File: config.mk
export PLATFORM = sky130hd
export DESIGN_NAME = imem_loader_flat
export DESIGN_NICKNAME = d
export VERILOG_FILES = /design/src/rtl/imem_loader_if.sv /design/src/rtl/imem_loader.sv /design/src/flat_wrapper.sv
export SDC_FILE = /design/constraint.sdc
export NUM_CORES = 1
export LEC_CHECK = 0
export ABC_AREA = 1
export CAP_MARGIN = 20
export CORE_AREA = 3 3 132 134
export CTS_CLUSTER_DIAMETER = 80
export DETAILED_ROUTE_END_ITERATION = 6
export DIE_AREA = 0 0 135 137
export GPL_TIMING_DRIVEN = 0
export REMOVE_ABC_BUFFERS = 1
export SYNTH_ARGS = -nofsm -noshare
export SYNTH_HDL_FRONTEND = slang
export SYNTH_SLANG_ARGS = --single-unit
File: constraint.sdc
create_clock -name i_clk -period 1.8 [get_ports i_clk]
set_input_delay 0.27 -clock i_clk [delete_from_list [all_inputs] [get_ports i_clk]]
set_output_delay 0.27 -clock i_clk [all_outputs]
set_load 0.03 [all_outputs]
File: src/rtl/imem_loader_if.sv
// imem_loader_if: byte-stream input and instruction-memory write port of the loader
interface imem_loader_if #(
    parameter int ADDR_WIDTH = 32,
    parameter int DATA_WIDTH = 32
);
    logic [7:0]            i_byte;
    logic                  i_valid;
    logic                  o_ready;
    logic                  i_start;
    logic                  o_mem_we;
    logic [ADDR_WIDTH-1:0] o_mem_addr;
    logic [DATA_WIDTH-1:0] o_mem_data;
    logic                  o_cpu_rst;
    logic                  o_done;
    logic                  o_err;
    modport master (
        output i_byte, i_valid, i_start,
        input  o_ready, o_mem_we, o_mem_addr, o_mem_data, o_cpu_rst, o_done, o_err
    );
    modport slave (
        input  i_byte, i_valid, i_start,
        output o_ready, o_mem_we, o_mem_addr, o_mem_data, o_cpu_rst, o_done, o_err
    );
endinterface

File: src/rtl/imem_loader.sv
// imem_loader: assembles a length-prefixed big-endian byte stream into instruction memory words
module imem_loader #(
    parameter int DATA_WIDTH     = 32,
    parameter int ADDR_WIDTH     = 32,
    parameter int ROM_BLOCKS_NUM = 2**10
) (
    input  logic           i_clk,
    input  logic           i_rst,
    imem_loader_if.slave   bus
);
    typedef enum logic [2:0] {LEN_HI, LEN_LO, DATA, DONE, ERR} state_t;
    state_t                state;
    logic [1:0]            cnt;
    logic [15:0]           n;
    logic [ADDR_WIDTH-1:0] idx;
    logic [DATA_WIDTH-1:0] shreg;
    logic [15:0]           n_new;
    logic [DATA_WIDTH-1:0] word;
    assign n_new = {n[15:8], bus.i_byte};
    assign word  = {shreg[DATA_WIDTH-9:0], bus.i_byte};
    // load FSM; all outputs are registered and updated together with the state
    always_ff @(posedge i_clk) begin
        if (i_rst) begin
            state          <= LEN_HI;
            cnt            <= '0;
            n              <= '0;
            idx            <= '0;
            shreg          <= '0;
            bus.o_ready    <= 1'b1;
            bus.o_mem_we   <= 1'b0;
            bus.o_mem_addr <= '0;
            bus.o_mem_data <= '0;
            bus.o_cpu_rst  <= 1'b1;
            bus.o_done     <= 1'b0;
            bus.o_err      <= 1'b0;
        end else begin
            bus.o_mem_we <= 1'b0;
            case (state)
                LEN_HI: if (bus.i_valid) begin
                    n[15:8] <= bus.i_byte;
                    state   <= LEN_LO;
                end
                LEN_LO: if (bus.i_valid) begin
                    n[7:0] <= bus.i_byte;
                    idx    <= '0;
                    cnt    <= '0;
                    if (n_new == 16'd0) begin
                        state         <= DONE;
                        bus.o_ready   <= 1'b0;
                        bus.o_done    <= 1'b1;
                        bus.o_cpu_rst <= 1'b0;
                    end else if (32'(n_new) > 32'(ROM_BLOCKS_NUM)) begin
                        state       <= ERR;
                        bus.o_ready <= 1'b0;
                        bus.o_err   <= 1'b1;
                    end else begin
                        state <= DATA;
                    end
                end
                DATA: if (idx == ADDR_WIDTH'(n)) begin
                    // last word's write strobe is on the bus this cycle; release the core after it
                    state         <= DONE;
                    bus.o_ready   <= 1'b0;
                    bus.o_done    <= 1'b1;
                    bus.o_cpu_rst <= 1'b0;
                end else if (bus.i_valid) begin
                    shreg <= word;
                    cnt   <= cnt + 2'd1;
                    if (cnt == 2'd3) begin
                        bus.o_mem_we   <= 1'b1;
                        bus.o_mem_addr <= idx;
                        bus.o_mem_data <= word;
                        idx            <= idx + 1'b1;
                    end
                end
                DONE: if (bus.i_start) begin
                    state         <= LEN_HI;
                    idx           <= '0;
                    cnt           <= '0;
                    n             <= '0;
                    bus.o_ready   <= 1'b1;
                    bus.o_done    <= 1'b0;
                    bus.o_cpu_rst <= 1'b1;
                end
                ERR: if (bus.i_start) begin
                    state       <= LEN_HI;
                    idx         <= '0;
                    cnt         <= '0;
                    n           <= '0;
                    bus.o_ready <= 1'b1;
                    bus.o_err   <= 1'b0;
                end
                default: state <= LEN_HI;
            endcase
        end
    end
endmodule

File: src/flat_wrapper.sv
// flat-port wrapper written by rule: the top's interface ports become plain ports
module imem_loader_flat 
#(
    parameter int DATA_WIDTH     = 32,
    parameter int ADDR_WIDTH     = 32,
    parameter int ROM_BLOCKS_NUM = 2**10
)
  (i_clk, i_rst, bus_i_byte, bus_i_valid, bus_i_start, bus_o_ready, bus_o_mem_we, bus_o_mem_addr, bus_o_mem_data, bus_o_cpu_rst, bus_o_done, bus_o_err);
  imem_loader_if #(.ADDR_WIDTH(ADDR_WIDTH), .DATA_WIDTH(DATA_WIDTH)) bus_i ();
  input  logic i_clk;
  input  logic i_rst;
  input wire logic [$bits(bus_i.i_byte)-1:0] bus_i_byte;
  input wire logic [$bits(bus_i.i_valid)-1:0] bus_i_valid;
  input wire logic [$bits(bus_i.i_start)-1:0] bus_i_start;
  output wire logic [$bits(bus_i.o_ready)-1:0] bus_o_ready;
  output wire logic [$bits(bus_i.o_mem_we)-1:0] bus_o_mem_we;
  output wire logic [$bits(bus_i.o_mem_addr)-1:0] bus_o_mem_addr;
  output wire logic [$bits(bus_i.o_mem_data)-1:0] bus_o_mem_data;
  output wire logic [$bits(bus_i.o_cpu_rst)-1:0] bus_o_cpu_rst;
  output wire logic [$bits(bus_i.o_done)-1:0] bus_o_done;
  output wire logic [$bits(bus_i.o_err)-1:0] bus_o_err;
  assign bus_i.i_byte = bus_i_byte;
  assign bus_i.i_valid = bus_i_valid;
  assign bus_i.i_start = bus_i_start;
  assign bus_o_ready = bus_i.o_ready;
  assign bus_o_mem_we = bus_i.o_mem_we;
  assign bus_o_mem_addr = bus_i.o_mem_addr;
  assign bus_o_mem_data = bus_i.o_mem_data;
  assign bus_o_cpu_rst = bus_i.o_cpu_rst;
  assign bus_o_done = bus_i.o_done;
  assign bus_o_err = bus_i.o_err;
  imem_loader #(.DATA_WIDTH(DATA_WIDTH), .ADDR_WIDTH(ADDR_WIDTH), .ROM_BLOCKS_NUM(ROM_BLOCKS_NUM)) u_core (.i_clk(i_clk), .i_rst(i_rst), .bus(bus_i));
endmodule
-- Word-level counts from Yosys, hierarchy flattened
Index checks and enable logic that the tools add are counted.
- bits in registers: 146
- bits of input ports: 12
- output and inout port bits: 69
- logic and storage cells: 98
- $add $sub $neg: 2
- order comparisons: 1
- eq/ne operators: 19
- muxes and demuxes: 41
- bitwise gates (word level): 3
- reduce and logical (&&, ||, !) cells: 19
- operators by type and width (kind ; count):
    32-bit two-way mux ; 5
    32-bit case mux with 3 select lines ; 1
    32-bit by 1-bit adder with 32-bit output, second input constant ; 1
    32-bit by 16-bit equality test with 1-bit output ; 1
    8-bit case mux with 2 select lines ; 2
    5-bit AND reduction ; 4
    3-bit two-way mux ; 6
    16-bit by 11-bit > comparator with 1-bit output, second input constant ; 1
    16-bit logical NOT ; 1
    16-bit two-way mux ; 1
    1-bit two-way mux ; 15
    2-bit inequality test, second input constant ; 7
    3-bit case mux with 4 select lines ; 1
    2-bit by 1-bit inequality test with 1-bit output, second input constant ; 5
    1-bit case mux with 3 select lines ; 3
    3-bit AND reduction ; 3
    2-bit two-way mux ; 4
    8-bit two-way mux ; 1
    4-bit AND reduction ; 2
    3-bit by 2-bit equality test with 1-bit output, second input constant ; 2
    2-bit case mux with 3 select lines ; 1
    6-bit AND reduction ; 1
    2-bit nonzero test ; 3
    3-bit nonzero test ; 2
    10 further kinds ; 12

-- Longest topological paths before layout
- word-level depth: 5
- mapped depth: 13
- depth with buffers taken out: 12

-- Least setup slack after synthesis
OpenSTA, ideal clock, no wires.
- path kind: register to register
- start: register u_core.idx[0]
- end: register u_core.idx[24]
- setup time: 0.064 ns
- arrival: 1.619 ns
- required time: 1.736 ns
- setup slack: 0.117 ns
- cell stages (with the launch flop): 12
- path buffers: 0
- period minus slack after synthesis: 1.683 ns
- path through: dfxtp_1 ha_1 nand2_1 nor2_1 nand2_1 inv_1 nand4_1 nor2_1 nor2_1 nor3_1 nor2_1 nor2_1
- word-level cells in the longest chain between the ends: 5
- elaborated cells on any way between the ends: 8
- those cells by class: add/sub (1); eq/ne (2); mux (4); reduce/logical (1)
- RTL lines (what ; RTL line ; RTL):
    from (decl) ; imem_loader.sv:15 ; logic [ADDR_WIDTH-1:0] idx;
    from (signal assigned) ; imem_loader.sv:73 ; idx <= idx + 1'b1;
    32-bit by 1-bit adder with 32-bit output ; imem_loader.sv:73 ;
    32-bit two-way mux ; imem_loader.sv:69 ; if (cnt == 2'd3) begin
    32-bit two-way mux ; imem_loader.sv:66 ; end else if (bus.i_valid) begin
    32-bit two-way mux ; imem_loader.sv:60 ; DATA: if (idx == ADDR_WIDTH'(n)) begin
    32-bit case mux with 3 select lines ; imem_loader.sv:38 ; case (state)
Several ways; a longest one is shown, not always the timed one. The select of a mux whose other input is x is not followed.
A chain may end at the register's enable or synchronous reset.

-- Worst setup path in the final report
- start: register u_core.idx[0]
- end: register u_core.idx[16]
The elaborated chain is that of the path after synthesis.

==> summary.txt <==
Outcome
  • Status: complete, but fails checks
  • Failing checks: negative setup slack

Hold path
  • Hold Path Depth: 2
  • Hold path start: i_rst
  • Hold Path Sink: u_core.shreg[19]$_SDFFE_PP0P_
  • Hold Crit Class: input pin to flop

Power and ir drop
  • Worst vdd ir: between 0.7 and 0.8 mV
  • Net switching power: roughly 0.0047 W
  • Overall power: 0.0117 W
  • Pleak: 3.60 nW
  • Power Density: 1150 nW/um^2
  • Reg power frac: 0.323
  • Clock network fraction of design power: 0.301
  • Sw frac: 0.397
  • Logic pwr share: 0.376
  • Pint: 0.00708 W

Placed design
  • IO Port Bufs: 80
  • Post-DP HPWL: around 12000 um
  • DP Area: 7770 sq um
  • GPL Wtd Cong: 0.885

Routing
  • Routed wire per std cell: between 15 and 20 um
  • Remaining antenna violation count after routing: 0
  • Met2 routed WL: ~12000 um
  • Total Wirelength: ~26000 um
  • WL met3: ~1900 um
  • DRC Markers: 0
  • DRT Pass-1 Iters: 7
  • Routed via count: between 7000 and 8000
  • Met1 WL: ~11000 um
  • DRT iter0 DRCs: about 650
  • Uppermost layer routed: met4
  • Vias per cell: roughly 5.5

Synth
  • Syn avg cell area: between 6 and 7 sq um
  • Synthesized area: 6870 sq um
  • Post-synthesis sequential area ratio: 0.426
  • FF+latch count, synth: approximately 150
  • Synth unique cells: 32
  • Mapped Cells: 1024
  • Synth warnings: 0

Setup path
  • FF-to-FF End: u_core.idx[16]$_SDFFE_PP0P_
  • Worst R2R Path Depth: 12
  • Crit path max-delay family: simple AND/OR/NAND/NOR gates
  • Number of buffers and inverters on the critical path: 3
  • Critical Path Stages: 12
  • Setup crit start kind: flop
  • Required time of the worst setup path: 2.15 ns
  • CP max-delay cell: dfxtp_4
  • Critical Path, Cell by Cell: inv_4 > nand2_2 > nand2_2 > nor2_2 > nand2_2 > nor2_4 > buf_6 > nand4_1 > buf_4 > nand4_2 > nand2_1 > a21oi_1
  • Crit path capture type: flop
  • CP max FO: 6
  • Category of the critical setup timing path: flop to flop
  • Register-to-register setup slack: -0.14 ns
  • Most frequent CP cell: nand2_2
  • CP arrival: roughly 2.3 ns
  • Critical R2R Launch: u_core.idx[0]$_SDFFE_PP0P_
  • Crit path from: u_core.idx[0]$_SDFFE_PP0P_
  • CP max stage delay: a little over 0.4 ns

Timing
  • Final WS setup: -0.136 ns
  • Slew of the pin with the lowest slew margin: 0.622 ns
  • Final Max Slew Viols: 0
  • Hold Vio Cnt, Final: 0
  • Skew final: approximately 0.0085 ns
  • Final setup TNS: -5.49 ns
  • RSZ-0062 raised after global routing: yes
  • Hold slack: roughly 0.32 ns
  • Min cycle time layout: about 1.9 ns
  • Slew headroom: 0.585
  • Endpoints failing setup: ~100
  • F_max: just over 0.5 GHz
  • Fin crit share: 1.08

Cells and area
  • Synth-to-Final Area Change: 48.4%
  • Fill cells: roughly 1400
  • Final instance area: just over 10000 sq um
  • FF+latch area: 3010 sq um
  • Layout cells sized above 1: 0.283
  • Nets: 1161
  • Post-route core utilization: 0.621
  • Multi-input logic area: ~4200 sq um
  • N_diodes: 0

Die
  • Std-Cell Rows: 47
  • Die Ht: ~140 um
  • Die area: roughly 18000 sq um
  • Die W: approximately 140 um
  • # IOs: 81
  • Core Area: approximately 16000 sq um
  • Initial Util: 0.419

CTS
  • Root Driver: clkbuf_16
  • Htree depth: 4
  • CTS buffer count: 17
  • Clock sinks: around 150
  • Worst-path clk slew: roughly 0.07 ns
  • CTS Hold Bufs: 0
  • Worst-skew pair later-pin latency: between 0.4 and 0.5 ns
  • Max clock buf depth: 2
  • TritonCTS clock tree: yes

Global route
  • Largest net degree at the start of global routing: a little under 60
  • Grt ovf: 0
  • Global-route wire length before repair: 37700 um
  • Number of global-route vias before repair: slightly below 7000
  • GRT Resource Usage Total: 0.263
  • Initial antenna violation count: 0

Flow run
  • Max-Cap Viols: 0
[layer usage]
| metal | GRT usage | vias up |
|---|---|---|
| met1 | 0.336 | 3582 |
| met5 | 0 | - |
| met4 | 0.0974 | 0 |
| li1 | - | 3613 |
| met2 | 0.434 | 288 |
| met3 | 0.0640 | 58 |
[registers in the layout (all words and copies together), names as in the netlist]
register and flops:
u_core.bus.o_mem_addr 32, u_core.bus.o_mem_data 32, u_core.idx 32, u_core.shreg 24, u_core.n 16, u_core.state 3
u_core.cnt 2, u_core.bus.o_cpu_rst 1, u_core.bus.o_done 1, u_core.bus.o_err 1, u_core.bus.o_mem_we 1, u_core.bus.o_ready 1
[area by class of cell]
class | instances | share of cell area
Tap cell | 220 | 0.0270
Inverter | 87 | 0.0348
Clock buffer | 17 | 0.0418
Sequential cell | 146 | 0.296
Timing Repair Buffer | 147 | 0.167
Timing Repair inverter | 1 | 0.000860
Clock inverter | 15 | 0.0156
Multi-Input combinational cell | 747 | 0.417
[layout by cell type (no fill, tap or decap), types with 23 or more instances in the layout]
cell / instances
dfxtp_1: 113
o21ai_0: 30
inv_1: 65
nand3_1: 62
clkdlybuf4s50_1: 73
a21oi_1: 101
nand2_2: 51
nand2_1: 206
a21oi_2: 30
nor2_1: 108
nand3_2: 23
nand4_1: 30
buf_4: 38
[per-stage QoR]
step | std cells | worst slack, ns
floorplan | 967 | -1.63
global placement | 1267 | -5.58
detailed placement | 1271 | -1.69
CTS | 1356 | -0.0573
global route | 1380 | -0.200
finish | 1380 | -0.136
[power by group through the flow]
| stage | clock network, W | registers [W] | logic [W] |
|---|---|---|---|
| after floorplan | 0 | 0.00383 | 0.00186 |
| after global placement | 0 | 0.00381 | 0.00262 |
| after detailed placement | 0 | 0.00382 | 0.00275 |
| after CTS | 0.00358 | 0.00377 | 0.00392 |
| after global routing | 0.00370 | 0.00383 | 0.00473 |
| final | 0.00354 | 0.00379 | 0.00442 |
[cells in the mapped netlist]
cell / count / area share
buf_4: 9 / 0.0098
xor2_1: 11 / 0.014
nor3_1: 11 / 0.0080
clkbuf_2: 2 / 0.0015
nand4_2: 1 / 0.0018
clkbuf_1: 26 / 0.014
inv_2: 14 / 0.0077
o211ai_1: 2 / 0.0022
nor2_1: 126 / 0.069
nand3b_1: 1 / 0.0011
buf_1: 4 / 0.0022
nand3_2: 2 / 0.0029
or2_0: 1 / 0.00091
nand2_4: 2 / 0.0033
nand2_2: 1 / 0.00091
dfxtp_1: 146 / 0.43
a21oi_1: 131 / 0.095
clkinv_1: 1 / 0.00055
nand3_4: 1 / 0.0026
a211oi_1: 1 / 0.0011
nand2_1: 273 / 0.15
inv_1: 72 / 0.039
buf_2: 16 / 0.012
a21boi_0: 1 / 0.0011
o21ai_0: 41 / 0.030
nor2_4: 2 / 0.0033
xnor2_1: 2 / 0.0026
nor2_2: 1 / 0.00091
nand4_1: 30 / 0.027
o21ai_1: 4 / 0.0029
ha_1: 2 / 0.0036
nand3_1: 87 / 0.063
[kinds of logic (layout without fill, tap and decap cells)]
logic type | after synthesis | in the layout | share of synthesized area
AND/OR/NAND/NOR | 539 | 552 | 0.335
AO/OA/AOI/OAI | 180 | 180 | 0.133
flip-flops | 146 | 146 | 0.426
buffers and inverters | 144 | 267 | 0.0869
XOR/XNOR | 13 | 13 | 0.0166
adder cells (fa/ha/maj) | 2 | 2 | 0.00364
[repair_timing]
item | in CTS | in global routing
gates cloned | 21 | 6
pin swaps | 25 | 42
setup buffers | 33 | 19
resized for setup | 143 | 161
endpoints found under the setup margin | 138 | 137
[how the worst max path moves through the flow]
stage                                        endpoint  slack [ns]
2_1_floorplan              u_core.idx[1]$_SDFFE_PP0P_       -1.63
3_3_place_gp   u_core.bus.o_mem_data[18]$_SDFFE_PP0P_       -5.58
3_5_place_dp              u_core.idx[25]$_SDFFE_PP0P_       -1.69
4_1_cts        u_core.bus.o_mem_data[21]$_SDFFE_PP0P_       -0.06
5_1_grt                   u_core.idx[16]$_SDFFE_PP0P_       -0.20
6_report                  u_core.idx[16]$_SDFFE_PP0P_       -0.14
No activity file was read; power rests on OpenSTA's default activity.
